[src/rtl/ls_mem_responder_pkg.sv]
// Shared types for the load/store memory responder: request record,
// FSM state encoding and data widths.
package ls_pkg;

    localparam int LS_ADDR_W = 25;
    localparam int LS_TAG_W  = 5;
    localparam int LS_DATA_W = 8;
    localparam int WB_DATA_W = 16;

    typedef struct packed {
        logic [LS_ADDR_W-1:0] addr;
        logic [LS_DATA_W-1:0] data;
        logic                 R_nW;
        logic [LS_TAG_W-1:0]  tag;
    } ls_req_t;

    typedef enum logic [1:0] {
        IDLE  = 2'd0,
        ISSUE = 2'd1,
        RESP  = 2'd2
    } ls_state_t;

endpackage

[src/rtl/ls_mem_responder_if.sv]
// Bundles the LS request, external memory and writeback channels of the
// responder; slave is the responder side, master the environment side.
interface ls_mem_responder_if
    import ls_pkg::*;
#(
    parameter int ADDR_W = LS_ADDR_W,
    parameter int TAG_W  = LS_TAG_W
);
    logic                 ls_valid;
    logic                 ls_ready;
    logic [ADDR_W-1:0]    ls_addr;
    logic [LS_DATA_W-1:0] ls_data;
    logic                 ls_R_nW;
    logic [TAG_W-1:0]     ls_tag;

    logic                 mem_req;
    logic                 mem_we;
    logic [ADDR_W-1:0]    mem_addr;
    logic [LS_DATA_W-1:0] mem_wdata;
    logic                 mem_ack;
    logic [LS_DATA_W-1:0] mem_rdata;

    logic                 wb_valid;
    logic                 wb_ready;
    logic [WB_DATA_W-1:0] wb_data;
    logic [TAG_W-1:0]     wb_tag;

    logic                 busy;
    logic                 spurious_ack;

    modport slave (
        input  ls_valid, ls_addr, ls_data, ls_R_nW, ls_tag,
        input  mem_ack, mem_rdata, wb_ready,
        output ls_ready, mem_req, mem_we, mem_addr, mem_wdata,
        output wb_valid, wb_data, wb_tag, busy, spurious_ack
    );

    modport master (
        output ls_valid, ls_addr, ls_data, ls_R_nW, ls_tag,
        output mem_ack, mem_rdata, wb_ready,
        input  ls_ready, mem_req, mem_we, mem_addr, mem_wdata,
        input  wb_valid, wb_data, wb_tag, busy, spurious_ack
    );

endinterface

[src/rtl/ls_mem_responder_fifo.sv]
// In-order request queue feeding the responder FSM. Push is refused when
// full, even if a pop happens the same cycle.
module ls_req_fifo
    import ls_pkg::*;
#(
    parameter int DEPTH = 4
) (
    input  logic    clk,
    input  logic    rst_n,
    input  logic    push,
    input  ls_req_t push_data,
    input  logic    pop,
    output ls_req_t head,
    output logic    full,
    output logic    empty
);
    localparam int PTR_W = $clog2(DEPTH);

    ls_req_t          entry_q [DEPTH];
    logic [PTR_W-1:0] wr_ptr;
    logic [PTR_W-1:0] rd_ptr;
    logic [PTR_W:0]   count;
    logic             do_push;
    logic             do_pop;

    assign do_push = push && !full;
    assign do_pop  = pop && !empty;
    assign full    = (count == (PTR_W+1)'(DEPTH));
    assign empty   = (count == '0);
    assign head    = entry_q[rd_ptr];

    always_ff @(posedge clk) begin
        if (!rst_n) begin
            wr_ptr <= '0;
            rd_ptr <= '0;
            count  <= '0;
        end else begin
            if (do_push) wr_ptr <= wr_ptr + 1'b1;
            if (do_pop)  rd_ptr <= rd_ptr + 1'b1;
            case ({do_push, do_pop})
                2'b10:   count <= count + 1'b1;
                2'b01:   count <= count - 1'b1;
                default: count <= count;
            endcase
        end
    end

    // Storage needs no reset: pointers/count define which entries are live.
    always_ff @(posedge clk) begin
        if (do_push) entry_q[wr_ptr] <= push_data;
    end

endmodule

[src/rtl/ls_mem_responder.sv]
// Far end of the Execute load/store port: queues byte requests, runs them on
// the external memory one at a time and returns read bytes with their tag.
//
//   state | meaning
//   IDLE  | waiting; pops the queue head into the issue registers
//   ISSUE | mem_req held with stable address/data until mem_ack
//   RESP  | read result presented on wb_* until wb_ready
module ls_mem_responder
    import ls_pkg::*;
#(
    parameter int DEPTH  = 4,
    parameter int ADDR_W = LS_ADDR_W,
    parameter int TAG_W  = LS_TAG_W
) (
    input logic                clk,
    input logic                rst_n,
    ls_mem_responder_if.slave  bus
);
    ls_state_t            state;
    ls_state_t            state_nx;
    ls_req_t              push_req;
    ls_req_t              head;
    logic                 full;
    logic                 empty;
    logic                 push;
    logic                 pop;
    logic                 load_wb;
    logic                 mem_req;
    logic                 wb_valid;

    logic [ADDR_W-1:0]    iss_addr;
    logic [LS_DATA_W-1:0] iss_data;
    logic                 iss_rnw;
    logic [TAG_W-1:0]     iss_tag;
    logic [WB_DATA_W-1:0] wb_data_q;
    logic [TAG_W-1:0]     wb_tag_q;
    logic                 spur_q;

    assign push_req = '{addr: bus.ls_addr, data: bus.ls_data,
                        R_nW: bus.ls_R_nW, tag: bus.ls_tag};

    assign bus.ls_ready = rst_n && !full;
    assign push         = bus.ls_valid && bus.ls_ready;

    ls_req_fifo #(.DEPTH(DEPTH)) u_fifo (
        .clk       (clk),
        .rst_n     (rst_n),
        .push      (push),
        .push_data (push_req),
        .pop       (pop),
        .head      (head),
        .full      (full),
        .empty     (empty)
    );

    always_comb begin
        state_nx = state;
        pop      = 1'b0;
        load_wb  = 1'b0;
        mem_req  = 1'b0;
        wb_valid = 1'b0;
        case (state)
            IDLE: begin
                if (!empty) begin
                    pop      = 1'b1;
                    state_nx = ISSUE;
                end
            end
            ISSUE: begin
                mem_req = 1'b1;
                if (bus.mem_ack) begin
                    if (iss_rnw) begin
                        load_wb  = 1'b1;
                        state_nx = RESP;
                    end else begin
                        state_nx = IDLE;
                    end
                end
            end
            RESP: begin
                wb_valid = 1'b1;
                if (bus.wb_ready) state_nx = IDLE;
            end
            default: state_nx = IDLE;
        endcase
    end

    always_ff @(posedge clk) begin
        if (!rst_n) begin
            state     <= IDLE;
            iss_addr  <= '0;
            iss_data  <= '0;
            iss_rnw   <= 1'b0;
            iss_tag   <= '0;
            wb_data_q <= '0;
            wb_tag_q  <= '0;
            spur_q    <= 1'b0;
        end else begin
            state <= state_nx;
            if (pop) begin
                iss_addr <= head.addr;
                iss_data <= head.data;
                iss_rnw  <= head.R_nW;
                iss_tag  <= head.tag;
            end
            if (load_wb) begin
                wb_data_q <= {8'h00, bus.mem_rdata};
                wb_tag_q  <= iss_tag;
            end
            // Any ack not answering an active request is flagged until reset.
            if (bus.mem_ack && state != ISSUE) spur_q <= 1'b1;
        end
    end

    assign bus.mem_req      = mem_req;
    assign bus.mem_we       = mem_req && !iss_rnw;
    assign bus.mem_addr     = iss_addr;
    assign bus.mem_wdata    = iss_data;
    assign bus.wb_valid     = wb_valid;
    assign bus.wb_data      = wb_data_q;
    assign bus.wb_tag       = wb_tag_q;
    assign bus.busy         = (state != IDLE) || !empty;
    assign bus.spurious_ack = spur_q;

endmodule

[src/flat_wrapper.sv]
// flat-port wrapper written by rule: the top's interface ports become plain ports
module ls_mem_responder_flat import ls_pkg::*;
#(
    parameter int DEPTH  = 4,
    parameter int ADDR_W = LS_ADDR_W,
    parameter int TAG_W  = LS_TAG_W
)
  (clk, rst_n, bus_ls_valid, bus_ls_addr, bus_ls_data, bus_ls_R_nW, bus_ls_tag, bus_mem_ack, bus_mem_rdata, bus_wb_ready, bus_ls_ready, bus_mem_req, bus_mem_we, bus_mem_addr, bus_mem_wdata, bus_wb_valid, bus_wb_data, bus_wb_tag, bus_busy, bus_spurious_ack);
  ls_mem_responder_if #(.ADDR_W(ADDR_W), .TAG_W(TAG_W)) bus_i ();
  input logic clk;
  input logic rst_n;
  input wire logic [$bits(bus_i.ls_valid)-1:0] bus_ls_valid;
  input wire logic [$bits(bus_i.ls_addr)-1:0] bus_ls_addr;
  input wire logic [$bits(bus_i.ls_data)-1:0] bus_ls_data;
  input wire logic [$bits(bus_i.ls_R_nW)-1:0] bus_ls_R_nW;
  input wire logic [$bits(bus_i.ls_tag)-1:0] bus_ls_tag;
  input wire logic [$bits(bus_i.mem_ack)-1:0] bus_mem_ack;
  input wire logic [$bits(bus_i.mem_rdata)-1:0] bus_mem_rdata;
  input wire logic [$bits(bus_i.wb_ready)-1:0] bus_wb_ready;
  output wire logic [$bits(bus_i.ls_ready)-1:0] bus_ls_ready;
  output wire logic [$bits(bus_i.mem_req)-1:0] bus_mem_req;
  output wire logic [$bits(bus_i.mem_we)-1:0] bus_mem_we;
  output wire logic [$bits(bus_i.mem_addr)-1:0] bus_mem_addr;
  output wire logic [$bits(bus_i.mem_wdata)-1:0] bus_mem_wdata;
  output wire logic [$bits(bus_i.wb_valid)-1:0] bus_wb_valid;
  output wire logic [$bits(bus_i.wb_data)-1:0] bus_wb_data;
  output wire logic [$bits(bus_i.wb_tag)-1:0] bus_wb_tag;
  output wire logic [$bits(bus_i.busy)-1:0] bus_busy;
  output wire logic [$bits(bus_i.spurious_ack)-1:0] bus_spurious_ack;
  assign bus_i.ls_valid = bus_ls_valid;
  assign bus_i.ls_addr = bus_ls_addr;
  assign bus_i.ls_data = bus_ls_data;
  assign bus_i.ls_R_nW = bus_ls_R_nW;
  assign bus_i.ls_tag = bus_ls_tag;
  assign bus_i.mem_ack = bus_mem_ack;
  assign bus_i.mem_rdata = bus_mem_rdata;
  assign bus_i.wb_ready = bus_wb_ready;
  assign bus_ls_ready = bus_i.ls_ready;
  assign bus_mem_req = bus_i.mem_req;
  assign bus_mem_we = bus_i.mem_we;
  assign bus_mem_addr = bus_i.mem_addr;
  assign bus_mem_wdata = bus_i.mem_wdata;
  assign bus_wb_valid = bus_i.wb_valid;
  assign bus_wb_data = bus_i.wb_data;
  assign bus_wb_tag = bus_i.wb_tag;
  assign bus_busy = bus_i.busy;
  assign bus_spurious_ack = bus_i.spurious_ack;
  ls_mem_responder #(.DEPTH(DEPTH), .ADDR_W(ADDR_W), .TAG_W(TAG_W)) u_core (.clk(clk), .rst_n(rst_n), .bus(bus_i));
endmodule
[config.mk]
export PLATFORM = sky130hd
export DESIGN_NAME = ls_mem_responder_flat
export DESIGN_NICKNAME = d
export VERILOG_FILES = /design/src/rtl/ls_mem_responder_pkg.sv /design/src/rtl/ls_mem_responder_if.sv /design/src/rtl/ls_mem_responder_fifo.sv /design/src/rtl/ls_mem_responder.sv /design/src/flat_wrapper.sv
export SDC_FILE = /design/constraint.sdc
export NUM_CORES = 1
export LEC_CHECK = 0
export CAP_MARGIN = 20
export CORE_ASPECT_RATIO = 1.5
export CORE_MARGIN = 2
export CORE_UTILIZATION = 25
export CTS_CLUSTER_DIAMETER = 100
export DETAILED_ROUTE_END_ITERATION = 16
export PLACE_DENSITY = 0.5
export SYNTH_ARGS = -nofsm -noshare
export SYNTH_HDL_FRONTEND = slang
export SYNTH_HIERARCHICAL = 1
export SYNTH_SLANG_ARGS = --single-unit
[constraint.sdc]
create_clock -name clk -period 2.2 [get_ports clk]
set_input_delay 0.44 -clock clk [delete_from_list [all_inputs] [get_ports clk]]
set_output_delay 0.44 -clock clk [all_outputs]
set_load 0.005 [all_outputs]
==> summary.txt, run 1 <==
iteration-0 DRC count of the detailed router = 327
static leakage = 0.00341 uW
share of cells above drive strength 1 = 0.188
Clock Skew = 0.0127 ns
Post-Synth Adder-Cell Area = 0.0101
fmax = 450 MHz
initial antenna violation count = 1
sequential power share = 0.472
largest area contributor in the netlist = edfxtp_1
max-cap violation count = 0
post-synthesis compound-gate area fraction = 0.0392
worst-margin pin slew = 0.685 ns
flop2flop setup slack = -0.02 ns
Cell Chain, Critical Path = nor3b_4 -> nor2b_2 -> and2_1 -> nor2b_1 -> inv_2 -> ha_4 -> inv_1 -> fa_2 -> xor2_1 -> or3_1 -> a21boi_1
CP delay by family, top = simple AND/OR/NAND/NOR gates
nets = 687
first-pass GRT wire length = 26.9 mm
Detail Placement HPWL = 11.5 mm
relative slew slack = 0.543
Vias = 4,540
max-slew violation count = 0
ANT nets after route = 0
Synthesis Warnings = 6
CP startpoint kind = register
WL/cell = 16.5 um
Reg area = 5980 um^2
number of remaining DRC errors = 0
port bufs = 103
mux share of post-synthesis cell area = 0.110
Psw = 2600 uW
launching point of the worst reg2reg path = u_core/u_fifo/count[0]$_SDFFE_PN0P_
total negative slack = -0.0240 ns
Commonest cells post-synth = edfxtp_1 (156), dfxtp_1 (64), nand2_1 (55)
Design Power = 10,600 uW
post-synthesis sequential area ratio = 0.731
Overflow after GRT = 0
worst reg2reg path endpoint = u_core/u_fifo/count[2]$_SDFFE_PN0P_
1st-pass router iterations = 4
crit path from = u_core/u_fifo/count[0]$_SDFFE_PN0P_
Cell Rows = 81
EDFF count, synth = 156
Post-Place Worst Slack = -0.257 ns
number of H-tree levels = 1
largest family of logic cells by synthesized area = multiplexers
peak supply drop = 0.445 mV
GRT Total Usage = 0.103
Bufs on Longest Clock Path = 3
Reg2Reg Depth = 11
worst endpoint required time = 2.61 ns
CP Max Fanout = 4
Core Box Area = 32,400 um^2
delay of the slowest cell on the worst path = 0.37 ns
later-pin clock latency in the skew report = 0.50 ns
power share of the clock group = 0.345
kind of critical path = reg -> reg
largest net degree at the start of global routing = 68
Hold WC Path Type = reg -> reg
Post-Synth XOR/XNOR Area = 0.00215
Worst path depth = 11
simple-gate share of the synthesized area = 0.0781
setup violators final = 1
RD Place Congestion = 0.740
Worst-path clk slew = 0.07 ns
Die X = 152 um
CTS Sinks = 220
number of global-route vias before repair = 4,891
Netlist cell types = 33
die area = 34,200 um^2
die height = 225 um
Worst setup endpoint = u_core/u_fifo/count[2]$_SDFFE_PN0P_
worst path bufs/invs = 2
Primary FF master, synth = edfxtp_1
IO Count = 112
Mean Syn Cell Area = 16.0 um^2
Vias/cell = 4.29
Post-Syn Area = 8170 um^2
P&R area growth vs syn = 30.1%
final worst slack = -0.0240 ns
RSZ-0062 raised after global routing = true
#FFs+latches synth = 220
footprint of the multi-input gates = 2030 um^2
Final Util = 0.328
post-placement cell count = 1,020
outcome = finished, violations left
final WL = 17.4 mm
CTS tree = built
# fillers = 3,137
CTS Hold Bufs = 0
critical path's slowest cell = dfxtp_4
asr flop ratio synth = 0
Non-Filler Instances = 1,059
period utilization = 1.01
Synth top area share = 0.574
Root Driver = clkbuf_16
Critical Path End Type = register
CTS Buf Count = 21
post-route minimum period = 2.22 ns
Sw Share = 0.246
Synth area leaders = edfxtp_1 (57%), dfxtp_1 (16%), mux4_2 (11%)
critical path arrival = 2.63 ns
internal power = 7990 uW
combinational share of power = 0.183
Initial Util = 0.252
Fin. Hold Viols = 0
most frequent cell after synthesis = edfxtp_1
Gate Count Post-Synth = 509
failing checks = negative setup slack
PD cells = 996 nW/um^2
-- what timing repair did --
| item | in CTS | in global routing |
|---|---|---|
| endpoints found under the setup margin | 3 | 5 |
| cloned | 0 | 0 |
| gates resized for setup | 2 | 9 |
| endpoints found under the hold margin | 0 | 0 |
| setup buffers | 0 | 1 |
| pin swaps | 1 | 1 |
-- tightest hold or removal path, stage by stage (launching register included) --
cell and delay, ns:
dfxtp_1 0.31, nand2_1 0.05, o21ai_1 0.05
-- sequential cells by signal (all words and copies together) (netlist names), named ones only --
register and flops:
u_core/bus.mem_wdata 8, u_core/iss_rnw 1, u_core/bus.wb_tag 5, u_core/iss_tag 5, u_core/bus.mem_addr 25, u_core/bus.spurious_ack 1
u_core/bus.wb_data 8, u_core/u_fifo/count 3, u_core/state 2, u_core/u_fifo/wr_ptr 2, u_core/u_fifo/entry_q 156, u_core/u_fifo/rd_ptr 2
-- layer usage --
layer	share of wire	up-vias	GRT usage	wire length, um
met5	0.00075	-	0	13
met4	0.027	2	0.0367	464
met3	0.053	23	0.0209	921
met2	0.55	98	0.196	9540
met1	0.37	2272	0.109	6510
li1	-	2145	-	-
-- cell type report --
cell class	count	share of cell area
clock buffers	28	0.0568
diodes	1	0.000236
repair buffers	129	0.127
flip-flops and latches	220	0.563
well taps	415	0.0489
inverters	7	0.00247
multi-input cells	250	0.191
clock inverters	9	0.0100
-- power by group through the flow --
stage          combinational [uW]  sequential [uW]  clock, uW
6_report                     1940             4990       3650
5_1_grt                      2150             5040       3920
4_1_cts                      1970             4990       3780
3_5_place_dp                 1960             5070          0
3_3_place_gp                 1930             5050          0
2_1_floorplan                1030             5060          0
-- logic make-up after synthesis --
logic type	after synthesis
DFF	220
and+or+nand+nor	131
AOI/OAI and AO/OA	62
buffers and inverters	46
muxes	41
adders and majority gates	6
xor gates and xnor gates	2
other	1
-- stage by stage --
stage / area [um^2] / hold slack [ns]
5_1_grt: 10600 / 0.471
2_1_floorplan: 8230 / 0.438
4_1_cts: 10600 / 0.453
3_5_place_dp: 9880 / 0.442
6_report: 10600 / 0.453
3_3_place_gp: 9880 / 0.444
-- worst min path at each step --
stage | start | end | slack (ns) | cells past startpoint
floorplan | u_core/iss_tag[4]$_SDFFE_PN0P_ | u_core/bus.wb_tag[4]$_SDFFE_PN0P_ | 0.44 | 2
global placement | u_core/bus.mem_wdata[3]$_SDFFE_PN0P_ | u_core/bus.mem_wdata[3]$_SDFFE_PN0P_ | 0.44 | 2
detailed placement | u_core/bus.mem_wdata[4]$_SDFFE_PN0P_ | u_core/bus.mem_wdata[4]$_SDFFE_PN0P_ | 0.44 | 2
CTS | u_core/bus.mem_wdata[4]$_SDFFE_PN0P_ | u_core/bus.mem_wdata[4]$_SDFFE_PN0P_ | 0.45 | 2
global route | u_core/bus.mem_addr[1]$_SDFFE_PN0P_ | u_core/bus.mem_addr[1]$_SDFFE_PN0P_ | 0.47 | 2
finish | u_core/bus.mem_wdata[4]$_SDFFE_PN0P_ | u_core/bus.mem_wdata[4]$_SDFFE_PN0P_ | 0.45 | 2
-- cell usage in the layout, fill, tap and decap left out, drive strengths merged --
cell	count
edfxtp	156
clkdlybuf4s50	100
dfxtp	64
o21ai	57
nand2	55
nand3	52
mux4	39
clkbuf	28
buf	27
conb	8
inv	7
and2	7
ha	5
nor2b	5
clkinvlp	4
nor2	3
clkinv	3
a21boi	3
bufinv	2
nor3	2
mux2i	2
or3	2
nand2b	2
diode	1
dlymetal6s2s	1
dlygate4sd2	1
nand4b	1
a21oi	1
o21a	1
nor3b	1
xnor2	1
or4bb	1
xor2	1
fa	1
Power figures use the tool's default switching activity.
==> inputs of run 2 (changes only) <==
--- a/config.mk
+++ b/config.mk
@@ -12,6 +12,7 @@
 export CTS_CLUSTER_DIAMETER = 100
 export DETAILED_ROUTE_END_ITERATION = 16
 export PLACE_DENSITY = 0.5
+export SLEW_MARGIN = 15
 export SYNTH_ARGS = -nofsm -noshare
 export SYNTH_HDL_FRONTEND = slang
 export SYNTH_HIERARCHICAL = 1
==> results of run 2 <==
Same layout as run 1: the final DEF is identical, and so are final timing and power.
